===== config.mk =====
export PLATFORM = sky130hd
export DESIGN_NAME = spi_ram_slave_ctrl
export DESIGN_NICKNAME = d
export VERILOG_FILES = /design/src/rtl/spi_ram_slave_ctrl.sv
export SDC_FILE = /design/constraint.sdc
export NUM_CORES = 1
export LEC_CHECK = 0
export CORE_MARGIN = 2
export CORE_UTILIZATION = 45
export CTS_CLUSTER_SIZE = 8
export DETAILED_ROUTE_END_ITERATION = 8
export GPL_TIMING_DRIVEN = 0
export PLACE_DENSITY = 0.64
export SETUP_SLACK_MARGIN = 0.02
export SLEW_MARGIN = 20
export SYNTH_ARGS = -nofsm -noshare
export SYNTH_HDL_FRONTEND = slang
export SYNTH_SLANG_ARGS = --single-unit

===== constraint.sdc =====
create_clock -name clk -period 2.25 [get_ports clk]
set_clock_uncertainty 0.2 [all_clocks]
set_input_delay 0.45 -clock clk [delete_from_list [all_inputs] [get_ports clk]]
set_output_delay 0.45 -clock clk [all_outputs]
set_load 0.02 [all_outputs]

===== src/rtl/spi_ram_slave_ctrl.sv =====
// SPI slave front-end sequencing a 256x8 single-port RAM.
// Optional build macro CMD_CHECK_EN: verify frame command against state.
module spi_ram_slave_ctrl #(
    parameter int TX_WAIT_MAX = 15
) (
    input  logic       clk,
    input  logic       rst,
    input  logic       ss_n,
    input  logic       mosi,
    output logic       miso,
    output logic [9:0] rx_data,
    output logic       rx_valid,
    input  logic [7:0] tx_data,
    input  logic       tx_valid,
    output logic       cmd_err
);

    localparam int WW = $clog2(TX_WAIT_MAX + 1) + 1;

    typedef enum logic [2:0] {
        IDLE,
        CHK_CMD,
        WRITE,
        READ_ADD,
        READ_DATA
    } state_t;

    state_t          state;
    logic            rd_addr_seen;
    logic [3:0]      bit_cnt;
    logic [WW-1:0]   wait_cnt;
    logic [8:0]      shreg;
    logic [7:0]      tx_sh;
    logic [3:0]      tx_cnt;
    logic            rd_wait;
    logic [9:0]      frame;
    logic            cmd_ok;

    assign frame = {shreg, mosi};

    always_comb begin
        cmd_ok = 1'b1;
`ifdef CMD_CHECK_EN
        unique case (state)
            WRITE:     cmd_ok = ~frame[9];
            READ_ADD:  cmd_ok = (frame[9:8] == 2'b10);
            READ_DATA: cmd_ok = (frame[9:8] == 2'b11);
            default:   cmd_ok = 1'b1;
        endcase
`endif
    end

    always_ff @(posedge clk or posedge rst) begin
        if (rst) begin
            state        <= IDLE;
            miso         <= 1'b0;
            rx_data      <= '0;
            rx_valid     <= 1'b0;
            cmd_err      <= 1'b0;
            rd_addr_seen <= 1'b0;
            bit_cnt      <= '0;
            wait_cnt     <= '0;
            shreg        <= '0;
            tx_sh        <= '0;
            tx_cnt       <= '0;
            rd_wait      <= 1'b0;
        end else begin
            rx_valid <= 1'b0;
            cmd_err  <= 1'b0;
            if (state != IDLE && ss_n) begin
                // Deselect always wins, even over a completing bit.
                state    <= IDLE;
                miso     <= 1'b0;
                bit_cnt  <= '0;
                wait_cnt <= '0;
                tx_cnt   <= '0;
                rd_wait  <= 1'b0;
            end else begin
                unique case (state)
                    IDLE: begin
                        miso    <= 1'b0;
                        bit_cnt <= '0;
                        if (!ss_n) state <= CHK_CMD;
                    end
                    CHK_CMD: begin
                        if (!mosi)             state <= WRITE;
                        else if (rd_addr_seen) state <= READ_DATA;
                        else                   state <= READ_ADD;
                    end
                    default: begin
                        if (bit_cnt != 4'd10) begin
                            shreg   <= frame[8:0];
                            bit_cnt <= bit_cnt + 4'd1;
                            if (bit_cnt == 4'd9) begin
                                rx_data  <= frame;
                                rx_valid <= cmd_ok;
                                cmd_err  <= ~cmd_ok;
                                if (cmd_ok && state == READ_ADD)
                                    rd_addr_seen <= 1'b1;
                                if (cmd_ok && state == READ_DATA)
                                    rd_wait <= 1'b1;
                            end
                        end else if (rd_wait) begin
                            if (tx_valid) begin
                                miso     <= tx_data[7];
                                tx_sh    <= {tx_data[6:0], 1'b0};
                                tx_cnt   <= 4'd8;
                                rd_wait  <= 1'b0;
                                wait_cnt <= '0;
                            end else if (wait_cnt == WW'(TX_WAIT_MAX)) begin
                                state    <= IDLE;
                                miso     <= 1'b0;
                                rd_wait  <= 1'b0;
                                wait_cnt <= '0;
                                bit_cnt  <= '0;
                            end else begin
                                wait_cnt <= wait_cnt + WW'(1);
                            end
                        end else if (tx_cnt > 4'd1) begin
                            miso   <= tx_sh[7];
                            tx_sh  <= {tx_sh[6:0], 1'b0};
                            tx_cnt <= tx_cnt - 4'd1;
                        end else if (tx_cnt == 4'd1) begin
                            // Last bit has been on the line a full cycle.
                            miso         <= 1'b0;
                            tx_cnt       <= '0;
                            rd_addr_seen <= 1'b0;
                        end else begin
                            miso <= 1'b0;
                        end
                    end
                endcase
            end
        end
    end

endmodule


# == Yosys cells after proc, flatten, opt, wreduce, memory -nomap -nowiden ==
# Cells that the tools add are included.
# word_totals
regBits,47
in_bits,13
word_cells,120
# op_classes
add_sub_neg,3
n_lt_le_gt_ge,1
n_eq_ne,24
muxes,56
n_bitwise,3
reduce_logical,22
# op_table
operator,n
4-bit 2-to-1 mux,12
5-bit 2-to-1 mux,6
1-bit 2-to-1 mux,24
3-bit 2-to-1 mux,8
8-bit 2-to-1 mux,3
4-bit nonzero test,5
"3-bit by 2-bit != test with 1-bit output, second input constant",4
3-bit AND reduction,4
4-bit AND reduction,3
5-bit AND reduction,2
"2-bit by 1-bit != test with 1-bit output, second input constant",4
"2-bit != test, second input constant",4
"4-bit by 1-bit != test with 1-bit output, second input constant",2
4-bit one-hot mux with 2 select lines,1
7-bit AND reduction,1
3-bit one-hot mux with 2 select lines,1
2-bit nonzero test,3
"5-bit by 1-bit adder with 5-bit output, second input constant",1
"5-bit by 4-bit == test with 1-bit output, second input constant",1
"5-bit by 2-bit != test with 1-bit output, second input constant",1
"4-bit by 1-bit adder with 4-bit output, second input constant",1
"4-bit by 1-bit == test with 1-bit output, second input constant",1
"4-bit == test, second input constant",1
"4-bit by 1-bit greater-than comparator with 1-bit output, second input constant",1
other kinds (13),15

# == Logic depth before layout (Yosys ltp) ==
# logic_depth
ltp_word,7
depth_mapped,6
ltp_nobuf,6

# == Least setup slack after synthesis ==
# OpenSTA, ideal clock, no wires.
# synth_path
kind,in2reg
startpoint,input port ss_n
endpoint,register tx_sh[2]
setup_ps,125
t_arrival_ps,1634
required_ps,1925
slack_ps,292
stages,5
path_cell_list,clkbuf_1 o21ba_2 nand2_4 nor3_4 mux2_2
# synth_between
elab_chain_len,3
# synth_lines
element,line_no,text
start: declaration,8,"input logic ss_n,"
1-bit logical AND,70,if (state != IDLE && ss_n) begin
1-bit NOT (no source line),-,
5-bit AND reduction (no source line),-,
end signal: assignment,106,"tx_sh <= {tx_data[6:0], 1'b0};"
end signal: assignment,121,"tx_sh <= {tx_sh[6:0], 1'b0};"
end: declaration,33,logic [7:0] tx_sh;
# Every way passes these cells.
# A chain may end at the register's enable or synchronous reset.

# == Worst setup path in the final report ==
# layout_path
startpoint,input port tx_valid
endpoint,register tx_cnt[1]
# layout_between
elab_chain_len,2
# layout_lines
element,line_no,text
start: declaration,14,"input logic tx_valid,"
3-bit by 2-bit != test with 1-bit output (no source line),-,
4-bit AND reduction (no source line),-,
end signal: assignment,122,tx_cnt <= tx_cnt - 4'd1;
end: declaration,34,logic [3:0] tx_cnt;
# Every way passes these cells.

==> results.py <==
metrics = {
    "yosys": {
        "synth-edff-count": 0,
        "async_flop_share_pct": 100,
        "syn_inst": 198,
        "avgSynthCellArea_um2": 11.5,
        "yosys_warnings": 0,
        "synth_nets": 214,
        "synth_ff_type": "dfrtp_1",
        "netlist-cell-type-count": 56,
        "yosysSeqAreaShare_pct": 50.7,
        "netlist_top_cells_area": "dfrtp_1 51%, mux2_2 15%, o21ai_0 3.3%, nand2_1 2.1%, inv_1 1.8%",
        "synth-seq-cells": 46,
        "syn_area_um2": 2270,
        "yosysTopAreaCellShare_pct": 50.7,
        "netlist.top_cell.by_area": "dfrtp_1",
    },
    "timing": {
        "hold_violations": 0,
        "rsz0062_at_grt": "false",
        "setup_viol": 0,
        "slew_headroom_pct": 66.6,
        "fmax_mhz": 470,
        "tightestPinTransition_ps": 494,
        "drv_slew": 0,
        "period_needed_ps": 2130,
        "layout_worst_path_cycle_share_pct": 94.6,
    },
    "detailed_routing": {
        "drt_pass1_iterations": 4,
        "vias_per_cell": 5.48,
        "wl_per_cell_um": 15.5,
        "dr_total_vias": 1634,
        "postRouteAntennaNets": 0,
        "route.detailed.drc": 0,
        "wl_um": 4630,
        "drt_iter0_markers": 115,
    },
    "power": {
        "comb_power_share_pct": 14.6,
        "total_power_uw": 1840,
        "netSwitchingFraction_pct": 25.8,
        "pwr_density_cell_nw_per_um2": 671,
        "peakVddDrop_uv": 415,
        "seq_power_share_pct": 52.6,
        "p_sw_uw": 473,
        "p_clk_share_pct": 32.8,
        "internal_power_uw": 1360,
        "p_leak_uw": 0.00124,
    },
    "die": {
        "die_area_um2": 5630,
        "core_um2": 4790,
        "io_pins": 26,
        "fp-row-count": 25,
        "die_height_um": 75.0,
        "die_w_um": 75.0,
        "initial_core_util_pct": 47.4,
    },
    "run": {
        "drv_cap": 0,
    },
    "cells_and_area": {
        "seqCellArea_um2": 1150,
        "diodes": 0,
        "fin_nets": 246,
        "drive_gt1_share_pct": 24.7,
        "syn2layout_area_growth_pct": 20.6,
        "post-route-util_pct": 57.2,
        "n_fill_cell": 424,
        "multi_input_area_um2": 1030,
    },
    "setup_path": {
        "start_kind": "input pin",
        "critical_path_class": "in -> reg",
        "worstSetupStartpoint": "tx_valid",
        "crit_fanout": 7,
        "r2r_start": "bit_cnt[2]",
        "crit_path_end_kind": "register",
        "cp.arrival_ps": 2120,
        "cp.required_ps": 2240,
    },
    "clock_network": {
        "cts_buffers": 5,
        "htreeDepth": 2,
        "root_buffer": "clkbuf_8",
        "cts_tree": "done",
        "cts_hold_buf": 0,
        "clk_latency_ps": 300,
        "clkSinkCount": 46,
        "clk_pin_slew_ps": 80,
        "cts_buffer_depth": 2,
    },
    "grt": {
        "grt_pass1_vias": 1636,
        "track_usage_pct": 18.0,
        "grt_max_degree": 30,
        "grt_pass1_wl_um": 7580,
        "grt_overflow_total": 0,
        "antenna_found_initial": 0,
    },
    "hold_path": {
        "hp-class": "in -> async",
    },
    "placement": {
        "dp_hpwl_um": 3280,
        "globalplace.congestion": 0.845,
        "numPortBuffers": 23,
    },
    "run_status": {
        "status": "completed",
    },
}
==> worst max-delay path, stage by stage <==
cell	delay (ps)
clkdlybuf4s50_1	600
and2b_1	320
o31ai_2	380
mux2_2	370
==> stage by stage <==
step	TNS [ps]	hold WS [ps]	instances	cell area, um^2	setup slack [ps]
floorplan	0	251	198	2270	292
CTS	0	262	297	2710	69.4
global placement	-17160	264	288	2580	-329
detailed placement	-2250	282	289	2600	-239
finish	0	254	298	2740	121
global route	0	283	298	2740	78.0
==> path summary, 6_finish.rpt <==
kind,to,cells past startpoint,slack [ps]
worst min-delay path,rd_wait,2,250
worst max register to register,tx_cnt[1],5,220
max in group asynchronous,tx_cnt[2],3,1120
worst min register to register,wait_cnt[4],1,300
min in group clk,wait_cnt[4],1,300
worst max-delay path,tx_cnt[1],4,120
==> power groups by stage <==
stage	clock [uW]	sequential, uW	combinational [uW]
after floorplan	0	962	197
after detailed placement	0	982	265
after CTS	618	966	266
final	603	967	267
after global placement	0	977	252
after global routing	655	981	298
==> cells in the mapped netlist, types with 2 or more instances <==
library cell,instances
o21ai_0,15
a22oi_1,2
buf_2,3
nor3_1,6
mux2i_1,2
nor4b_1,2
mux2_2,31
nand2_1,13
nand3_1,4
o211ai_1,2
clkbuf_1,3
nor3b_1,2
o2bb2ai_1,2
nand2b_1,2
nor2_1,6
o31ai_1,2
ha_1,3
dfrtp_1,46
a221o_1,2
o31a_1,2
inv_1,11
a21oi_1,3
==> sequential cells by signal, indices dropped and copies added, names as in the netlist <==
signal	cells
bit_cnt	4
miso	1
rx_data	10
rx_valid	1
wait_cnt	5
state	3
shreg	9
tx_cnt	4
rd_wait	1
rd_addr_seen	1
tx_sh	7
==> routing by layer <==
metal	track usage, %	vias to the layer above	share of wire (%)
met4	5.95	0	1.2
li1	-	789	-
met1	24.0	786	45
met3	4.42	6	5.3
met5	0	-	0
met2	29.0	53	48
==> layout make-up <==
cell class              instances  area share [%]
plain buffers                   9            1.92
flip-flops and latches         46            42.0
multi-input cells             132            37.6
inverters                      11            1.51
repair buffers                 25            9.87
clock inverters                 3            1.46
clock buffers                   5            2.51
well taps                      67            3.06
==> repair_timing <==
item	CTS	global route
hold endpoints to repair	0	0
resized for setup	0	1
endpoints found under the setup margin	0	7
setup buffers	0	1
==> placed cells by master (no fill, tap or decap), types with 2 or more instances in the layout <==
master,netlist,final
dfrtp_1,46,46
mux2_2,31,31
clkdlybuf4s50_1,0,23
o21ai_0,15,15
nand2_1,13,13
inv_1,11,10
nor2_1,6,6
nor3_1,6,6
clkbuf_8,0,5
nand3_1,4,4
clkbuf_1,3,3
buf_2,3,3
a21oi_1,3,3
ha_1,3,3
o31a_1,2,2
mux2i_1,2,2
a22oi_1,2,2
o2bb2ai_1,2,2
o211ai_1,2,2
nand2b_1,2,2
nor3b_1,2,2
a221o_1,2,2
nor4b_1,2,2
clkinv_2,0,2
buf_12,0,2
==> logic make-up after synthesis <==
kind of cell               Yosys count  synth area share [%]
muxes                               33                  16.3
xor gates and xnor gates             1                 0.386
adders and majority gates            3                  1.65
buffers and inverters               20                  4.13
AOI/OAI and AO/OA                   44                  13.6
and+or+nand+nor                     50                  13.1
other                                1                 0.165
DFF                                 46                  50.7
Power figures use the tool's default switching activity.
